## src/rtl/scanner_pkg.sv

```systemverilog
// Shared types and width helpers for the truth-table scanner.
package scanner_pkg;

  typedef enum logic [1:0] {
    IDLE = 2'd0,
    RUN  = 2'd1,
    DONE = 2'd2
  } scan_state_t;

  // Truth-table width for a function with n_in inputs.
  function automatic int unsigned tbl_w(input int unsigned n_in);
    return 32'd1 << n_in;
  endfunction

  // Settle counter width; never narrower than one bit.
  function automatic int unsigned cnt_w(input int unsigned settle);
    return (settle < 32'd2) ? 32'd1 : $clog2(settle + 32'd1);
  endfunction

endpackage

```

## src/rtl/scan_settle_timer.sv

```systemverilog
// Per-vector settle timer: counts 0..SETTLE while enabled, ticks on terminal count.
module scan_settle_timer
  import scanner_pkg::*;
#(
  parameter int unsigned SETTLE = 1
) (
  input  logic clk,
  input  logic rst_n,
  input  logic clr,
  input  logic en,
  output logic tick_c
);

  localparam int unsigned CW = cnt_w(SETTLE);
  localparam logic [CW-1:0] TERM = CW'(SETTLE);

  logic [CW-1:0] count;

  always_ff @(posedge clk or negedge rst_n) begin
    if (!rst_n) begin
      count <= '0;
    end else if (clr) begin
      count <= '0;
    end else if (en) begin
      if (count == TERM) count <= '0;
      else               count <= count + CW'(1);
    end
  end

  assign tick_c = en && (count == TERM);

endmodule

```

## src/rtl/truth_table_scanner.sv

```systemverilog
// Drives every input combination into a combinational function and captures its truth table.
// Optional SCAN_COMPARE_EN adds a compare of the captured table against an expected table.
module truth_table_scanner
  import scanner_pkg::*;
#(
  parameter int unsigned N_IN   = 4,
  parameter int unsigned SETTLE = 1,
  localparam int unsigned TW    = tbl_w(N_IN),
  localparam int unsigned OW    = N_IN + 1
) (
  input  logic            clk,
  input  logic            rst_n,
  input  logic            start,
  input  logic            fn_out,
`ifdef SCAN_COMPARE_EN
  input  logic [TW-1:0]   expected,
  output logic            match,
  output logic [N_IN-1:0] first_bad,
`endif
  output logic [N_IN-1:0] fn_in,
  output logic            busy,
  output logic            done,
  output logic [TW-1:0]   truth_table,
  output logic [OW-1:0]   ones_count
);

  scan_state_t state;
  logic        accept_c;
  logic        run_c;
  logic        tick_c;
  logic        last_c;

  assign accept_c = (state == IDLE) && start;
  assign run_c    = (state == RUN);
  assign last_c   = (fn_in == N_IN'(TW - 1));

  scan_settle_timer #(.SETTLE(SETTLE)) u_timer (
    .clk    (clk),
    .rst_n  (rst_n),
    .clr    (accept_c),
    .en     (run_c),
    .tick_c (tick_c)
  );

`ifdef SCAN_COMPARE_EN
  logic [TW-1:0]   exp_q;
  logic [TW-1:0]   final_c;
  logic [TW-1:0]   diff_c;
  logic [N_IN-1:0] bad_c;

  // Table as it will look after the current capture, so the verdict lands with done.
  always_comb begin
    final_c        = truth_table;
    final_c[fn_in] = fn_out;
    diff_c         = final_c ^ exp_q;
    bad_c          = '0;
    for (int i = TW - 1; i >= 0; i--) begin
      if (diff_c[i]) bad_c = N_IN'(i);
    end
  end
`endif

  always_ff @(posedge clk or negedge rst_n) begin
    if (!rst_n) begin
      state       <= IDLE;
      fn_in       <= '0;
      busy        <= 1'b0;
      done        <= 1'b0;
      truth_table <= '0;
      ones_count  <= '0;
`ifdef SCAN_COMPARE_EN
      exp_q       <= '0;
      match       <= 1'b0;
      first_bad   <= '0;
`endif
    end else begin
      done <= 1'b0;
      case (state)
        IDLE: begin
          if (start) begin
            truth_table <= '0;
            ones_count  <= '0;
            fn_in       <= '0;
            busy        <= 1'b1;
            state       <= RUN;
`ifdef SCAN_COMPARE_EN
            exp_q       <= expected;
            match       <= 1'b0;
            first_bad   <= '0;
`endif
          end
        end
        RUN: begin
          if (tick_c) begin
            truth_table[fn_in] <= fn_out;
            ones_count         <= ones_count + OW'(fn_out);
            if (last_c) begin
              fn_in <= '0;
              busy  <= 1'b0;
              done  <= 1'b1;
              state <= DONE;
`ifdef SCAN_COMPARE_EN
              match     <= (diff_c == '0);
              first_bad <= bad_c;
`endif
            end else begin
              fn_in <= fn_in + N_IN'(1);
            end
          end
        end
        DONE: begin
          fn_in <= '0;
          state <= IDLE;
        end
        default: state <= IDLE;
      endcase
    end
  end

endmodule

```

## config.mk

```make
export PLATFORM = sky130hd
export DESIGN_NAME = truth_table_scanner
export DESIGN_NICKNAME = d
export VERILOG_FILES = /design/src/rtl/scanner_pkg.sv /design/src/rtl/scan_settle_timer.sv /design/src/rtl/truth_table_scanner.sv
export SDC_FILE = /design/constraint.sdc
export NUM_CORES = 1
export LEC_CHECK = 0
export CORE_MARGIN = 2
export CORE_UTILIZATION = 55
export CTS_CLUSTER_DIAMETER = 60
export CTS_CLUSTER_SIZE = 40
export DETAILED_ROUTE_END_ITERATION = 12
export PLACE_DENSITY = 0.84
export SYNTH_ARGS = -nofsm -noshare
export SYNTH_HDL_FRONTEND = slang
export SYNTH_HIERARCHICAL = 1
export SYNTH_SLANG_ARGS = --single-unit
```

## constraint.sdc

```tcl
create_clock -name clk -period 2.8 [get_ports clk]
set_input_delay 0.84 -clock clk [delete_from_list [all_inputs] [get_ports clk]]
set_output_delay 0.84 -clock clk [all_outputs]
set_load 0.005 [all_outputs]
```

---- After elaboration in Yosys (flattened, before gate mapping) ----
Cells that the tools add are included.
cells by class
  add/sub/neg operators ................... 3
  $lt $le $gt $ge ......................... 2
  equality and inequality tests ........... 6
  muxes and demuxes ....................... 27
  reduce and logical (&&, ||, !) cells .... 11
operator list
  operator               count
  $mux W16               2
  $pmux W16 S2           1
  $bwmux W16             1
  $mux W4                3
  $pmux W4 S3            1
  $mux W1                10
  $mux W5                2
  $pmux W5 S2            1
  $reduce_and A3 Y1      3
  $mux W2                3
  $ne A2 B2 Y1 const B   3
  $add A5 B1 Y5          1
  $lt A4 B5 Y1 const B   1
  $add A4 B1 Y4 const B  1
  $demux W1 S4           1
  $eq A4 B4 Y1 const B   1
  $ge A4 B1 Y1 const B   1
  $pmux W2 S2            1
  $reduce_and A4 Y1      1
  $reduce_bool A2 Y1     2
  $logic_and A1 B1 Y1    3
  $reduce_bool A3 Y1     1
  $eq A2 B1 Y1 const B   1
  $eq A2 B2 Y1 const B   1
  3 further kinds        3
storage, ports and cells
  register bits after elaboration ......... 30
  input port bits ......................... 4
  output and inout port bits .............. 27
  logic and storage cells ................. 56

---- Longest topological paths before layout ----
Gate-level depths: netlist of the first run.
  word-level depth ........................ 7
  depth in mapped cells ................... 6
  gate-level depth less buffers ........... 5

---- By module ----
The synthesis of the first run kept the hierarchy.
by module, submodules not included
  module               times used  cells each  area an instance (µm²)  sequential area each (µm²)
  truth_table_scanner  1           150         1607.8                  725.7
  scan_settle_timer    1           4           45.0                    25.0

---- Least setup slack after synthesis of the first run ----
Ideal clock, no wire load.
  kind .................................... in2reg
  start ................................... in fn_out
  end ..................................... reg ones_count[4]
  library setup time ...................... 0.077 ns
  arrival ................................. 1.741 ns
  required time ........................... 2.723 ns
  slack ................................... 0.982 ns
  cell stages on the path ................. 5
  buffers on the path ..................... 0
  cells stage by stage .................... ha_1 -> ha_1 -> nand3_1 -> or4_1 -> a21oi_1
on the way
  word-level cells in the longest chain between the ends .. 3
RTL lines
  item                    RTL line                   RTL
  start: declaration      truth_table_scanner.sv:14  input logic fn_out,
  $add A5 B1 Y5           truth_table_scanner.sv:96  ones_count <= ones_count + OW'(fn_out);
  $mux W5                 truth_table_scanner.sv:94  if (tick_c) begin
  $pmux W5 S2             truth_table_scanner.sv:78  case (state)
  end signal: assignment  truth_table_scanner.sv:96
  end: declaration        truth_table_scanner.sv:24  output logic [OW-1:0] ones_count
No other way between the ends. The select of a mux whose other input is x is not followed.
A chain may end at the register's enable or synchronous reset.

---- Worst setup path after layout of the first run ----
  start ................................... reg fn_in[2]
  end ..................................... out fn_in[2]
RTL lines
  item                      RTL line                    RTL
  start: declaration        truth_table_scanner.sv:20   output logic [N_IN-1:0] fn_in,
  start signal: assignment  truth_table_scanner.sv:107  fn_in <= fn_in + N_IN'(1);
No word-level cell between the ends.

==> flow_results.org, run 1 <==
** Logic synthesis
- Yosys mapped a number of flops with a built-in enable equal to 0.
- Library cell with the highest instance count after synthesis :: dfrtp_1
- During synthesis, Yosys emitted a total of 6 warnings.
- Combined area of all synthesized cells :: 1650 um^2
- Averaged over all synthesized cells, the footprint is 10.7 um^2.
- Flops & latches, synth :: 30
- Async set-reset flop share out of synthesis :: 1.00
- Sorting the synthesized cells by how often they occur yields dfrtp_1, nand2_1, mux2i_1.
- Post-synth top area cell :: dfrtp_1
- Total nets after synthesis :: 164
- Post-Syn Instances :: 154
- In the synthesized netlist the dominant register cell turns out to be dfrtp_1.
- Number of distinct library cells after synthesis :: 34
- Area share of the leading cell type in the synthesized netlist :: 0.454
- Sequential-to-total area share from yosys stat :: 0.454
- Cell types with the largest area share after synthesis :: dfrtp_1, mux2i_1, nor4b_2, ha_1, nand2_1

** Die
- Vert. Die Dim :: 58.8 um
- I/O pins :: 31
- In this run the standard cell core region covers 2810 um^2.
- From left edge to right edge, the die measures 58.8 um.
- Starting utilization of the core area :: 0.589
- Row Count :: 19
- Die Outline Area :: 3460 um^2

** Cells and area
- At the end of the flow, the number of nets in the layout was 195.
- Final standard cell count with taps included and fillers excluded :: 217
- Compared with the post-synthesis result, the final layout area differs by 24.5%.
- Fill cells in the final layout number 205.
- The number of antenna diodes in the final layout is 0.
- In the final layout, the share of cells above drive strength 1 is 0.145.

** Placed design
- Buffers placed on the I/O ports in this run total 30.
- The HPWL after detailed placement is 2.50 mm.
- Weighted congestion reported at the end of routability-driven placement :: 0.780
- Instance count after placement with tap cells included :: 209

** Clock network
- Maximum clock path buffer count :: 2
- Clock latency on the worst-skew pair, taken at its later pin, is 340 ps.
- Number of H-tree branching levels :: 2
- In this run the clock root is driven by a clkbuf_4.
- Worst-path clk slew :: 90 ps
- Number of cells upsized or downsized after cts :: 0
- TritonCTS clock tree :: yes
- TritonCTS sink count :: 30
- Post-CTS Setup Inserts :: 0
- In this run, CTS created clock tree buffers numbering 5.
- After clock tree synthesis, the flow added hold-fix buffers numbering 0.

** Critical path
- Peak per-stage delay on the critical path :: 570 ps
- STA classifies the critical path endpoint as an output port.
- For the worst setup path, the data required time is 1960 ps.
- On the critical path the largest part of the delay comes from buffers and inverters.
- Crit path buf inv count :: 1
- The critical path is of the reg2out type.
- Cell with the largest stage delay on the worst path :: clkdlybuf4s50_1
- Highest fanout seen on the critical path :: 12
- Arr. time, crit path :: 1460 ps
- Worst path cell trace :: clkdlybuf4s50_1
- STA classifies the critical path startpoint as a flop.

** Route
- Routed wire length :: 3.57 mm
- The count of nets left with antenna violations once routing finished came out at 0.
- Number of optimization iterations in the first detailed-route pass :: 8
- After detailed routing, the number of vias per cell comes to 5.79.
- Count of unresolved DRC violations after routing :: 2
- In the final routed layout, each cell accounts on average for 16.4 um.
- Starting DRC count in detailed routing :: 86
- For this block, the via count after detailed routing is 1256.

** Hold path
- Min-delay worst type :: reg2reg

** Global routing
- Across every metal layer, demand over resource in global routing totals 0.243.
- The via count of the first global-routing pass is 1235.
- Global route total overflow :: 0
- Antenna violations before repair :: 0
- The first global-routing pass estimated 6.15 mm of wire.
- Largest net degree at the start of global routing :: 34

** STA
- The routed design could run at a clock period as short as 2300 ps.
- Setup violations remaining at the end of the flow were counted as 0.
- The count of endpoints failing hold in the final timing report is 0.
- Share of the cycle needed by the critical path after routing :: 0.821
- For this run, the top clock speed supported by timing is 435 MHz.
- Setup repair after global routing left no endpoint under its margin.
- Hold slack final :: 528 ps
- Setup TNS Final :: 0 ps
- Clock Skews :: 11.7 ps
- Max-slew headroom at the worst pin :: 0.625
- Least-Margin Pin Slew :: 551 ps
- The final count of pins violating max slew was 0.

** Power
- The analysis attributes to cell leakage a power of 0.836 nW.
- The worst-case IR drop observed on VDD is 0.000656 V.
- P per Cell Area :: 1050 nW/um^2

** Outcome
- Status :: complete, but fails checks
- The checks that failed: design-rule violations.

** Run
- Max-cap violations in this run came to 0.
[kinds of logic (layout without fill, tap and decap cells)]
| family | Yosys count | in the layout | synth area share |
|---|---|---|---|
| muxes | 17 | 17 | 0.103 |
| adders and majority gates | 6 | 6 | 0.0454 |
| DFF | 30 | 30 | 0.454 |
| buffers and inverters | 17 | 49 | 0.0500 |
| xor gates and xnor gates | 3 | 3 | 0.0159 |
| and+or+nand+nor | 63 | 63 | 0.261 |
| AOI/OAI and AO/OA | 18 | 18 | 0.0704 |
[power breakdown]
| group | total (W) | internal [W] | leakage [nW] | switching, W |
|---|---|---|---|---|
| sequential | 0.000753 | 0.000600 | 0.380 | 0.000153 |
| clock | 0.000339 | 0.000189 | 0.0395 | 0.000150 |
| combinational | 0.00107 | 0.000571 | 0.417 | 0.000501 |
| total | 0.00216 | 0.00136 | 0.836 | 0.000804 |
[registers in the layout, summed over array words and instances, names as in the netlist]
signal         cells
ones_count         5
busy               1
state              2
done               1
truth_table       16
u_timer/count      1
fn_in              4
[stage by stage]
step	utilization	total power, W	cell area, um^2	worst slack, ps
finish	0.733	0.00216	2060	500
CTS	0.733	0.00218	2060	504
global route	0.733	0.00233	2060	402
floorplan	-	0.00132	1650	982
global placement	0.707	0.00177	1980	422
detailed placement	0.707	0.00183	1980	391
[cell type report]
type	instances	area, um^2	share of cell area
inverters	7	26.3	0.0128
well taps	31	38.8	0.0189
flip-flops and latches	30	751	0.365
repair buffers	34	343	0.167
multi-input cells	107	823	0.400
clock inverters	1	30.0	0.0146
clock buffers	7	45.0	0.0219
[layer usage]
metal / track usage / up-vias / share of wire
met2: 0.376 / 28 / 0.49
met1: 0.326 / 605 / 0.45
met5: 0 / - / 0
li1: - / 616 / -
met3: 0.0769 / 7 / 0.045
met4: 0.0779 / 0 / 0.015
[final timing paths]
check                                  endpoint           start  slack, ps  cells after the start
worst max-delay path                   fn_in[2]        fn_in[2]        500                      1
worst min-delay path             truth_table[8]  truth_table[8]        530                      2
worst max register to register   truth_table[6]        state[0]        580                      6
worst min register to register   truth_table[8]  truth_table[8]        530                      2
max in group asynchronous       truth_table[10]           rst_n       1640                      2
min in group asynchronous       truth_table[13]           rst_n        880                      2
[layout by cell type (no fill, tap or decap), types with 2 or more instances in the layout]
cell type / netlist / layout
clkdlybuf4s50_1: 0 / 30
o21ai_0: 5 / 5
or4_1: 2 / 2
dfrtp_1: 30 / 30
inv_1: 7 / 7
clkbuf_1: 2 / 2
nor3_1: 7 / 7
nand3_1: 8 / 8
nand2b_1: 3 / 3
xnor2_1: 2 / 2
clkbuf_4: 0 / 5
o21ai_1: 2 / 2
ha_1: 6 / 6
a21oi_1: 4 / 4
nand2_1: 19 / 19
nand4b_1: 2 / 2
nor4b_2: 9 / 9
o31ai_1: 2 / 2
nor4_2: 3 / 3
nor2_1: 4 / 4
buf_4: 1 / 3
mux2i_1: 17 / 16
(Power assumes the default switching activity.)
==> run 2: changes to the inputs <==
--- a/config.mk
+++ b/config.mk
@@ -6,11 +6,11 @@
 export NUM_CORES = 1
 export LEC_CHECK = 0
 export CORE_MARGIN = 2
-export CORE_UTILIZATION = 55
+export CORE_UTILIZATION = 46
 export CTS_CLUSTER_DIAMETER = 60
 export CTS_CLUSTER_SIZE = 40
 export DETAILED_ROUTE_END_ITERATION = 12
-export PLACE_DENSITY = 0.84
+export PLACE_DENSITY = 0.75
 export SYNTH_ARGS = -nofsm -noshare
 export SYNTH_HDL_FRONTEND = slang
 export SYNTH_HIERARCHICAL = 1
==> constraint.sdc (replaced) <==
create_clock -name clk -period 2.1 [get_ports clk]
set_input_delay 0.63 -clock clk [delete_from_list [all_inputs] [get_ports clk]]
set_output_delay 0.63 -clock clk [all_outputs]
set_load 0.005 [all_outputs]
==> run 2 against run 1 <==
Compared with the run above:
- the flow now finishes without violations
- worst hold slack better by 4.2 ps
- power is 34% higher
- setup slack worse by 400 ps
- sequential share of layout area is 1.1 points lower
==> flow_results.org, run 2 (synthesized netlist as in run 1, its figures left out) <==
** Critical path
- The worst setup path is launched from a flop.
- Along the worst path, the maximum fanout reaches 7.
- The worst register-to-register path ends at truth_table[1].
- The startpoint identified for the worst register-to-register timing path is state[1].
- Stages on worst setup path :: 1
- The worst register-to-register path has a setup slack of 220 ps.
- The critical path starts at fn_in[1].
- Cell type group with the largest total delay on the critical path :: buffers and inverters
- Category of the worst setup path capture point :: output port
- Peak per-stage delay on the critical path :: 540 ps
- Worst path cell trace :: clkdlybuf4s50_1
- The slowest stage of the critical path belongs to the cell clkdlybuf4s50_1.
- Arr. time, crit path :: 1370 ps
- Reg2reg path depth :: 6
- For the worst setup path, the data required time is 1470 ps.
- Counting both buffers and inverters, the worst setup path holds a total of 1.
- The setup path with the least slack is of type reg2out.

** Power
- P per Cell Area :: 1360 nW/um^2
- The worst-case IR drop observed on VDD is 0.000645 V.
- Summed over all cells, the static leakage comes to 0.867 nW.

** Global routing
- Global route total overflow :: 0
- Largest net degree at the start of global routing :: 34
- For this run, the total global-route usage over all layers was measured as 0.206.
- The number of antenna violations at the first check in global routing is 0.
- Number of global-route vias before repair :: 1325
- The first global-routing pass estimated 6.35 mm of wire.

** Run
- Across the run, the number of max-cap violations was 0.

** Placed design
- OpenSTA, run right after detailed placement, puts the worst setup slack at -98.8 ps.
- In this run the tool buffered the top-level ports with 30 buffer cells.
- Weighted congestion reported at the end of routability-driven placement :: 0.790
- Total half-perimeter wirelength after legalization and detailed placement :: 2.52 mm
- Instance count after placement with tap cells included :: 230

** Cells and area
- Counting the fill cells in the layout gives 266.
- The register with the most flip-flops in the layout has 16 of them.
- Antenna diode instance count :: 0
- Sequential cell area in the final layout :: 753 um^2
- The library cells used most frequently in the layout, excluding fill and tap cells, are clkdlybuf4s50_1, dfrtp_1, nand2_1, mux2i_1.
- Final standard cell count with taps included and fillers excluded :: 238
- Largest Register :: truth_table
- Registers with the highest flip-flop counts :: truth_table x16, ones_count x5, fn_in x4
- Summing all multi-input logic gate instances after layout gives 823 um^2.
- The library cell used most frequently in the layout, excluding fill and tap cells, is clkdlybuf4s50_1.
- Relative to the synthesized area, the layout overhead comes to 28.7%.
- Net count, final :: 201
- Share of cells above drive strength 1 :: 0.193

** STA
- Post-route setup slack :: 103 ps
- Clock skew on the completed layout was measured at 9.61 ps.
- Max-slew headroom at the worst pin :: 0.746
- Least-Margin Pin Slew :: 381 ps
- Peak Freq :: 501 MHz
- The final count of pins violating max slew came to 0.
- Share of the cycle needed by the critical path after routing :: 0.951
- Setup repair after global routing left no endpoint under its margin.
- Number of failing setup endpoints in the final timing report :: 0
- Fin crit period :: 2000 ps
- Hold Violations, Final :: 0

** Hold path
- Along the worst hold path, the cell count comes to 2.
- Min-delay worst type :: reg2reg
- The worst hold path begins at truth_table[14].
- Worst Hold Path EP :: truth_table[14]

** Die
- The core region is 3390 um^2.
- I/O pins :: 31
- Row Count :: 21
- Vert. Die Dim :: 63.9 um
- Floorplan die width :: 63.9 um
- Starting utilization of the core area :: 0.488
- Die Outline Area :: 4090 um^2

** Route
- Final routed wire length divided by cell count :: 15.2 um
- Final antenna-violating net count :: 0
- Number of optimization iterations in the first detailed-route pass :: 4
- Routed wire length :: 3.62 mm
- In the routed design, unresolved DRC markers number 0.
- Via density per instance :: 5.41
- The detailed router placed 1287 vias in this run.
- Starting DRC count in detailed routing :: 47

** Clock network
- Number of H-tree branching levels :: 2
- Worst-path clk slew :: 100 ps
- For this design, the CTS-stage hold fixing added 0 buffers.
- Counting along the longest clock path gives a buffer depth of 2.
- Post-CTS timing repair inserted 0 buffers for setup.
- TritonCTS sink count :: 30
- Clock latency on the worst-skew pair, taken at its later pin, is 350 ps.
- TritonCTS clock tree :: yes
- TritonCTS created 5 clock buffers.
- Cell chosen for the clock root :: clkbuf_4

** Outcome
- Status :: finished, final reports clean
run 2: power breakdown:
part           leakage, nW  internal [W]  switching, W
clock network       0.0446      0.000228      0.000217
registers            0.378      0.000804      0.000194
logic                0.445      0.000779      0.000672
run 2: worst max-delay path by stage:
stage / endpoint / slack [ps]
6_report: fn_in[1] / 100
3_5_place_dp: ones_count[4] / -100
2_1_floorplan: truth_table[15] / 420
5_1_grt: busy / 40
3_3_place_gp: ones_count[4] / -40
4_1_cts: fn_in[2] / 10
run 2: per-stage QoR:
step           total power, W   util  hold slack [ps]  cell area (um^2)  setup TNS (ps)
4_1_cts               0.00291  0.627              536              2120               0
2_1_floorplan         0.00177      -              334              1650               0
3_5_place_dp          0.00246  0.604              506              2050            -547
3_3_place_gp          0.00240  0.604              512              2050            -137
5_1_grt               0.00311  0.628              555              2130               0
6_report              0.00289  0.628              532              2130               0
run 2: cell type report:
| type | count | area share |
|---|---|---|
| multi-input combinational | 107 | 0.387 |
| sequential | 30 | 0.354 |
| clock buffer | 8 | 0.0371 |
| timing repair buffer | 40 | 0.182 |
| tap | 46 | 0.0271 |
| inverter | 7 | 0.0124 |
run 2: what timing repair did:
action | in CTS | in global routing
endpoints found under the hold margin | 0 | 0
setup endpoints to repair | 0 | 2
gates resized for setup | 0 | 2
run 2: layer usage:
layer	track usage	share of wire
met1	0.265	0.45
met2	0.316	0.48
met3	0.0511	0.040
met4	0.111	0.025
met5	0	0
